==> src/rtl/bellek_asamasi_pkg.sv <==
// rtl/bellek_asamasi_pkg.sv - access-type and FSM state encodings for the memory stage
package bellek_paket;

    typedef enum logic [2:0] {
        LS_B  = 3'b000,
        LS_H  = 3'b001,
        LS_W  = 3'b010,
        LS_BU = 3'b100,
        LS_HU = 3'b101
    } ls_tur_e;

    typedef enum logic [1:0] {
        BOSTA = 2'd0,
        ISTEK = 2'd1,
        YANIT = 2'd2,
        TAMAM = 2'd3
    } durum_e;

endpackage

==> src/rtl/bellek_asamasi_hizalayici.sv <==
// rtl/bellek_asamasi_hizalayici.sv - byte-lane mask, store replication, load align/extend, misalign check
module bellek_hizalayici
    import bellek_paket::*;
(
    input  logic [2:0]  tur,
    input  logic [1:0]  adres_alt,
    input  logic [31:0] yazma_verisi,
    input  logic [31:0] okunan_kelime,
    output logic [3:0]  maske,
    output logic [31:0] yazma_kelimesi,
    output logic [31:0] yukleme_verisi,
    output logic        hizasiz
);

    logic [31:0] kaydirilmis;

    always_comb begin
        kaydirilmis    = okunan_kelime >> {adres_alt, 3'b000};
        maske          = 4'b1111;
        yazma_kelimesi = yazma_verisi;
        yukleme_verisi = kaydirilmis;
        hizasiz        = (adres_alt != 2'b00);
        case (tur)
            LS_B, LS_BU: begin
                maske          = 4'b0001 << adres_alt;
                yazma_kelimesi = {4{yazma_verisi[7:0]}};
                yukleme_verisi = {{24{kaydirilmis[7] & (tur == LS_B)}}, kaydirilmis[7:0]};
                hizasiz        = 1'b0;
            end
            LS_H, LS_HU: begin
                maske          = 4'b0011 << {adres_alt[1], 1'b0};
                yazma_kelimesi = {2{yazma_verisi[15:0]}};
                yukleme_verisi = {{16{kaydirilmis[15] & (tur == LS_H)}}, kaydirilmis[15:0]};
                hizasiz        = adres_alt[0];
            end
            default: ;
        endcase
    end

endmodule

==> config.mk <==
export PLATFORM = sky130hd
export DESIGN_NAME = bellek_hizalayici
export DESIGN_NICKNAME = d
export VERILOG_FILES = /design/src/rtl/bellek_asamasi_pkg.sv /design/src/rtl/bellek_asamasi_hizalayici.sv
export SDC_FILE = /design/constraint.sdc
export NUM_CORES = 1
export LEC_CHECK = 0
export BUFFER_PORTS_ARGS = -buffer_cell sky130_fd_sc_hd__buf_2
export CORE_MARGIN = 4
export CORE_UTILIZATION = 28
export DETAILED_ROUTE_END_ITERATION = 8
export PLACE_DENSITY = 0.67
export SLEW_MARGIN = 20
export SYNTH_ARGS = -nofsm -noshare
export SYNTH_HDL_FRONTEND = slang
export SYNTH_SLANG_ARGS = --single-unit
==> constraint.sdc <==
create_clock -name vclk -period 1.5
set_input_delay 0.15 -clock vclk [all_inputs]
set_output_delay 0.15 -clock vclk [all_outputs]
set_load 0.02 [all_outputs]
==> results of run 1 <==
==> layer usage <==
layer  wire, µm  up-vias  GRT usage (%)
li1           -      950              -
met1       2220      868           19.3
met2       3100      100           34.6
met3        432       10           2.34
met4        104        0          0.543
met5          0        -              0
==> timing repair <==
| action | CTS | global route |
|---|---|---|
| buffers inserted | 8 | 2 |
| pin swaps | 8 | 2 |
| cloned | 0 | 0 |
| setup endpoints to repair | 26 | 24 |
| gates resized for setup | 52 | 54 |
==> per-stage QoR <==
stage,setup TNS [ns],cells,instance area (µm²)
floorplan,0,179,1320
global placement,-3.48,375,2180
detailed placement,-4.05,375,2180
CTS,-0.00598,382,2430
global route,-0.583,384,2640
finish,-0.0404,384,2640
==> power breakdown <==
part | total [mW] | internal (mW) | leakage, nW | switching (mW)
Clock | 0 | 0 | 0 | 0
Sequential | 0 | 0 | 0 | 0
Combinational | 1.10 | 0.526 | 1.33 | 0.576
==> area by class of cell <==
| class | count | area (µm²) | area share [%] |
|---|---|---|---|
| timing repair buffer | 177 | 1240 | 46.8 |
| multi-input combinational | 154 | 1340 | 50.6 |
| inverter | 1 | 3.75 | 0.142 |
| tap | 52 | 65.1 | 2.46 |
==> worst max-delay path by stage <==
stage / startpoint / end / slack (ns) / cells past startpoint
6_report: tur[0] / yukleme_verisi[27] / -0.01 / 7
5_1_grt: adres_alt[0] / yukleme_verisi[10] / -0.05 / 6
4_1_cts: tur[0] / yukleme_verisi[21] / -0.005 / 7
3_5_place_dp: adres_alt[0] / yukleme_verisi[10] / -0.21 / 6
3_3_place_gp: adres_alt[1] / yukleme_verisi[11] / -0.19 / 7
2_1_floorplan: adres_alt[1] / yukleme_verisi[22] / 0.11 / 5
==> synth_stat cells <==
cell type	n	area share (%)
o21ai_0	21	7.9
buf_1	1	0.28
nor3b_4	1	1.4
o311ai_4	1	2.0
or2_2	1	0.47
nand2_1	32	9.1
mux2_2	32	27
nand4bb_1	1	0.85
nor2b_1	4	1.9
a221oi_4	1	2.0
inv_1	1	0.28
mux2_4	2	2.3
nor2_1	15	4.3
a21oi_1	2	0.76
mux2i_1	16	12
o21ai_1	6	2.3
a21o_1	2	1.1
o21bai_1	2	1.1
nand2b_1	2	0.95
clkbuf_1	4	1.1
o221ai_2	1	1.1
o21ai_2	4	2.6
a221oi_1	7	4.6
buf_4	10	5.7
buf_6	5	4.3
buf_2	4	1.5
or4b_1	1	0.76
==> logic make-up (layout without fill, tap and decap cells) <==
| family | Yosys count | count (layout) |
|---|---|---|
| buffers and inverters | 25 | 178 |
| muxes | 50 | 50 |
| and+or+nand+nor | 57 | 57 |
| AOI/OAI and AO/OA | 47 | 47 |
==> impl_metrics.py, run 1 <==
metrics = {
    "floorplanning": {
        "fp.dieArea_um2": 5890,
        "core_um2": 4470,
        "rows": 24,
        "pin_count": 138,
        "die_y_um": 76.8,
        "start_util_pct": 29.6,
        "die_w_um": 76.8,
    },
    "global_routing": {
        "grt_max_degree": 30,
        "antenna_found_initial": 0,
        "grt_pass1_wl_um": 8750,
        "grt_remaining_overflow": 0,
        "grt_usage_pct": 17.0,
        "grt_pass1_vias": 1978,
    },
    "min_path": {
        "holdCritPathClass": "input pin to primary output",
        "min_from": "yazma_verisi[4]",
        "worstHoldPathCells": 2,
        "hold_end": "yazma_kelimesi[4]",
    },
    "power_and_ir_drop": {
        "power.leakage_nw": 1.33,
        "pwr_density_cell_nw_per_um2": 417,
        "peakVddDrop_v": 0.000185,
        "p_total_mw": 1.10,
    },
    "worst_setup_path": {
        "startpoint_type": "input pin",
        "cp_top_family": "buffers and inverters",
        "critPathBufInv": 4,
        "critPathSlowestCell": "or4b_4",
        "cpPeakStageDelay_ns": 0.49,
        "crit_type": "input pin to primary output",
        "cp_max_fo": 7,
        "worstPathArrival_ns": 1.36,
        "cp_common_cell": "buf_6",
        "required_ns": 1.35,
        "end_kind": "primary output",
        "crit_chain": "buf_8 -> buf_6 -> or4b_4 -> o221ai_4 -> buf_6 -> o21ai_2 -> buf_6",
    },
    "clock_tree": {
        "postCtsHoldBufs": 0,
    },
    "cells_and_area": {
        "nClkBuffers": 0,
        "syn2layout_area_growth_pct": 99.4,
        "nets": 403,
        "seq_area_um2": 0,
        "final_core_util_pct": 59.0,
        "final_common_cell": "buf_2",
        "seq_cells": 0,
        "final_cell_mix": "110 x buf_2, 32 x nand2_1, 31 x mux2_2, 31 x buf_4, 30 x buf_6",
        "drive_gt1_share_pct": 75.0,
        "n_fill_cell": 411,
        "diodes": 0,
    },
    "sta": {
        "max_freq_ghz": 0.660,
        "whs_ns": 0.563,
        "max_slew_margin_pct": 77.8,
        "finalCriticalPeriod_ns": 1.51,
        "tightest_slew_ns": 0.332,
        "postLayoutSetupSlackWorst_ns": -0.0142,
        "final_max_slew_viol_count": 0,
        "period_share_pct": 101,
        "rsz0062_at_grt": "yes",
        "hold_violations": 0,
        "setup_viol": 5,
    },
    "placed_design": {
        "gp_congestion": 0.808,
        "hpwl_um": 4510,
        "pre_cts_ws_ns": -0.206,
        "io_buffers": 138,
    },
    "synth": {
        "ys_seq_area_share_pct": 0,
        "synthAdderAreaFrac_pct": 0,
        "synth.distinct_cells": 27,
        "avgSynthCellArea_um2": 7.40,
        "synth_top_family_by_area": "multiplexers",
        "syn_nets": 248,
        "ys_warn_count": 0,
        "synth_area_um2": 1320,
        "synth-xor-area-share_pct": 0,
        "synth_compound_gate_area_share_pct": 25.6,
        "synthSimpleGateAreaFrac_pct": 19.7,
        "muxShareOfSynthArea_pct": 41.6,
        "synth_cells": 179,
    },
    "routing": {
        "dr.pass1.iters": 4,
        "drt.antenna.violating_nets": 0,
        "finalWirelength_um": 5860,
        "wl_per_cell_um": 15.3,
        "drt-initial-drc-count": 34,
        "vias_per_cell": 5.02,
        "drc": 0,
        "num_vias": 1928,
    },
    "outcome": {
        "status": "finished, violations left",
        "violations": "setup timing",
    },
    "run": {
        "maxCapViolCount": 0,
    },
}
Note: power is estimated with default switching activity, not from simulation.
==> inputs of run 2 (changes only) <==
Settings changed: REMOVE_ABC_BUFFERS from default to 1.
==> run 2 against run 1 <==
The run now ends clean. Via count fell by 4.0%. First-iteration DRC count is 79% higher. Final area decreased by 15%. Global-route usage down 0.32 points. Sequential share of layout area did not move. Wire length fell by 8.6%. Worst hold slack got worse by 0.0064 ns. Die area is the same. Cell count shrank 3.6%. Largest cell class unchanged.
==> impl_metrics.py, run 2 (same netlist as run 1, synthesis figures left out) <==
metrics = {
    "cells_and_area": {
        "final_cell_mix": "129 x buf_2, 32 x nand2_1, 31 x mux2_2, 20 x buf_4, 17 x o21ai_0",
        "seq_cells": 0,
        "fin_cells": 370,
        "n_fill_cell": 434,
        "final_common_cell": "buf_2",
        "drive_gt1_share_pct": 65.7,
        "final_core_util_pct": 50.2,
        "syn2layout_area_growth_pct": 69.6,
        "nClkBuffers": 0,
        "multi_input_area_um2": 1180,
        "diodes": 0,
        "nets": 389,
        "seq_area_um2": 0,
    },
    "floorplanning": {
        "die_y_um": 76.8,
        "start_util_pct": 29.6,
        "pin_count": 138,
        "rows": 24,
        "die_w_um": 76.8,
        "core_um2": 4470,
        "fp.dieArea_um2": 5890,
    },
    "sta": {
        "max_freq_ghz": 0.671,
        "setup_viol": 0,
        "max_slew_margin_pct": 72.8,
        "final_max_slew_viol_count": 0,
        "postLayoutSetupSlackWorst_ns": 0.0105,
        "rsz0062_at_grt": "yes",
        "tightest_slew_ns": 0.407,
        "period_share_pct": 99.3,
        "hold_violations": 0,
        "finalCriticalPeriod_ns": 1.49,
    },
    "routing": {
        "finalWirelength_um": 5360,
        "drt-initial-drc-count": 61,
        "num_vias": 1851,
        "wl_per_cell_um": 14.5,
        "vias_per_cell": 5.00,
        "drc": 0,
        "dr.pass1.iters": 4,
        "drt.antenna.violating_nets": 0,
    },
    "power_and_ir_drop": {
        "peakVddDrop_v": 0.000193,
        "power.leakage_nw": 1.18,
        "pwr_density_cell_nw_per_um2": 411,
        "p_total_mw": 0.923,
    },
    "worst_setup_path": {
        "crit_type": "input pin to primary output",
        "required_ns": 1.35,
        "worstPathArrival_ns": 1.34,
        "end_kind": "primary output",
        "cp_max_fo": 6,
        "startpoint_type": "input pin",
    },
    "global_routing": {
        "grt_pass1_wl_um": 8520,
        "antenna_found_initial": 0,
        "grt_remaining_overflow": 0,
        "grt_usage_pct": 16.7,
        "grt_pass1_vias": 1873,
        "grt_max_degree": 30,
    },
    "placed_design": {
        "gp_congestion": 0.910,
        "pre_cts_ws_ns": -0.0893,
        "io_buffers": 138,
        "hpwl_um": 4510,
        "post-place-cells": 369,
    },
    "clock_tree": {
        "cts_setup_buffers": 0,
        "postCtsHoldBufs": 0,
    },
    "outcome": {
        "status": "completed",
    },
    "run": {
        "maxCapViolCount": 0,
    },
    "min_path": {
        "holdCritPathClass": "input pin to primary output",
    },
}
## run 2: cell types whose count changed in the layout (fill, tap and decap cells not counted), sizes merged
cell	previous run	this run
buf	177	162
clkbuf	0	1
## run 2: stage by stage
step                area, µm²  hold WS, ns  TNS (ns)
floorplan                1150        0.300   -0.0528
global placement         2130        0.559    -0.746
detailed placement       2130        0.560    -0.945
CTS                      2150        0.560         0
global route             2240        0.579    -0.108
finish                   2240        0.556         0
## run 2: layout make-up
class                           count  area share (%)
Tap cell                           52            2.90
Inverter                            1           0.167
Multi-Input combinational cell    154            52.5
Timing Repair Buffer              163            44.4
## run 2: path summary, 6_finish.rpt
path | end | startpoint | cells past startpoint
setup / recovery | yukleme_verisi[30] | tur[0] | 6
hold / removal | yazma_kelimesi[0] | yazma_verisi[0] | 2
## run 2: repair_timing
| action | CTS | global route |
|---|---|---|
| pin swaps | 0 | 2 |
| resized for setup | 11 | 20 |
| gates cloned | 0 | 1 |
| setup endpoints to repair | 17 | 22 |
## run 2: metal layers
layer / GRT usage (%) / wire length (µm) / up-vias
li1: - / - / 921
met1: 19.7 / 2210 / 816
met2: 31.8 / 2640 / 112
met3: 3.51 / 482 / 2
met4: 1.09 / 23 / 0
met5: 0 / 0 / -
## run 2: critical path, cell delays in order
cell and delay [ns]:
buf_6 0.11, or4b_4 0.54, o221ai_4 0.12, clkbuf_16 0.21, o21ai_1 0.06, buf_2 0.16
## run 2: where the power goes
| part | switching (mW) | internal [mW] | total (mW) | leakage [nW] |
|---|---|---|---|---|
| clock network | 0 | 0 | 0 | 0 |
| registers | 0 | 0 | 0 | 0 |
| logic | 0.508 | 0.415 | 0.923 | 1.18 |
==> inputs of run 3 (changes only) <==
Settings changed: SETUP_SLACK_MARGIN from default to 0.4.
==> run 3 against run 2 <==
Worst hold slack improved by 0.0055 ns. Combinational power rose by 35%. Clock-buffer cell count did not move. Final area rose by 32%. Critical path depth did not move. Via count rose by 8.4%. Utilization rose by 16 points. Non-clock buffer count rose by 13. Setup slack improved by 0.020 ns. Power rose by 35%. Cell count rose by 3.5%. Die area did not move.
==> impl_metrics.py, run 3 (same netlist as run 1, synthesis figures left out) <==
metrics = {
    "outcome": {
        "status": "completed",
    },
    "placed_design": {
        "post-place-cells": 369,
        "postPlaceCellArea_um2": 2130,
        "hpwl_um": 4510,
        "io_buffers": 138,
        "gp_congestion": 0.910,
    },
    "worst_setup_path": {
        "cp_max_fo": 4,
        "required_ns": 1.35,
        "endpoint": "yukleme_verisi[27]",
        "crit_type": "input pin to primary output",
        "startpoint_type": "input pin",
        "worstPathArrival_ns": 1.32,
        "crit_start": "adres_alt[1]",
        "end_kind": "primary output",
    },
    "global_routing": {
        "grt_pass1_wl_um": 10300,
        "grt_usage_pct": 20.5,
        "antenna_found_initial": 0,
        "grt_pass1_vias": 2133,
        "grt_max_degree": 17,
        "grt_remaining_overflow": 0,
    },
    "power_and_ir_drop": {
        "peakVddDrop_v": 0.000220,
        "pwr_density_cell_nw_per_um2": 420,
        "power.leakage_nw": 1.44,
    },
    "min_path": {
        "holdCritPathClass": "input pin to primary output",
        "worstHoldPathCells": 2,
    },
    "sta": {
        "whs_ns": 0.562,
        "max_freq_ghz": 0.680,
        "hold_violations": 0,
        "rsz0062_at_grt": "yes",
        "max_slew_margin_pct": 76.2,
        "tightest_slew_ns": 0.357,
        "final_max_slew_viol_count": 0,
        "period_share_pct": 98.0,
        "setup_viol": 0,
        "finalCriticalPeriod_ns": 1.47,
    },
    "clock_tree": {
        "postCtsHoldBufs": 0,
    },
    "routing": {
        "finalWirelength_um": 6550,
        "vias_per_cell": 5.24,
        "drc": 0,
        "dr.pass1.iters": 4,
        "drt.antenna.violating_nets": 0,
        "wl_per_cell_um": 17.1,
        "drt-initial-drc-count": 93,
        "num_vias": 2006,
    },
    "cells_and_area": {
        "final_cell_mix": "89 x buf_2, 42 x buf_6, 32 x nand2_1, 28 x buf_4, 25 x mux2_2",
        "drive_gt1_share_pct": 75.5,
        "seq_cells": 0,
        "seq_area_um2": 0,
        "final_cell_area_um2": 2970,
        "n_fill_cell": 345,
        "final_common_cell": "buf_2",
        "syn2layout_area_growth_pct": 124,
        "diodes": 0,
        "nClkBuffers": 0,
        "multi_input_area_um2": 1410,
        "fin_cells": 383,
        "nets": 402,
    },
    "floorplanning": {
        "core_um2": 4470,
        "die_w_um": 76.8,
        "fp.dieArea_um2": 5890,
        "pin_count": 138,
        "start_util_pct": 29.6,
        "die_y_um": 76.8,
        "rows": 24,
    },
    "run": {
        "maxCapViolCount": 0,
    },
}
[run 3: cell count changes in the layout (fill, tap and decap cells not counted), sizes merged]
cell      delta
bufbuf       +1
inv          -1
clkbuf       -1
clkinvlp     +1
buf         +13
[run 3: power by group]
group	total [mW]	internal [mW]	switching, mW
Combinational	1.25	0.631	0.616
Clock	0	0	0
Sequential	0	0	0
Total	1.25	0.631	0.616
[run 3: area by class of cell]
| cell class | count | share of cell area, % |
|---|---|---|
| Multi-Input combinational cell | 154 | 47.6 |
| Inverter | 1 | 0.253 |
| Tap cell | 52 | 2.19 |
| Timing Repair Buffer | 176 | 50.0 |
[run 3: worst min path at each step]
| stage | slack, ns | startpoint | to |
|---|---|---|---|
| floorplan | 0.30 | yazma_verisi[0] | yazma_kelimesi[0] |
| global placement | 0.56 | yazma_verisi[0] | yazma_kelimesi[0] |
| detailed placement | 0.56 | yazma_verisi[0] | yazma_kelimesi[0] |
| CTS | 0.56 | yazma_verisi[0] | yazma_kelimesi[0] |
| global route | 0.59 | yazma_verisi[0] | yazma_kelimesi[0] |
| finish | 0.56 | yazma_verisi[0] | yazma_kelimesi[0] |
[run 3: repair_timing]
item	4_1_cts	5_1_grt
buffers inserted	7	3
pin swaps	8	12
gates cloned	4	0
setup endpoints to repair	61	53
resized for setup	138	43
[run 3: routing by layer]
metal / global-route usage, % / vias to the layer above / wire (µm)
met5: 0 / - / 0
met4: 2.90 / 0 / 93
met3: 3.40 / 9 / 549
met2: 40.0 / 126 / 3510
met1: 23.4 / 923 / 2400
li1: - / 948 / -
[run 3: worst max-delay path: stages]
cell      delay, ns
buf_8          0.10
or4b_4         0.54
o221ai_4       0.13
buf_6          0.20
o21ai_4        0.07
buf_6          0.13
[run 3: through the flow]
stage	TNS [ns]	setup slack (ns)	total power [mW]	util [%]
finish	0	0.0303	1.25	66.4
global placement	-0.746	-0.0765	0.874	47.5
global route	0	0.00138	1.32	66.4
detailed placement	-0.945	-0.0893	0.877	47.5
CTS	0	0.0490	1.15	61.7
floorplan	-0.0528	-0.00881	0.449	-
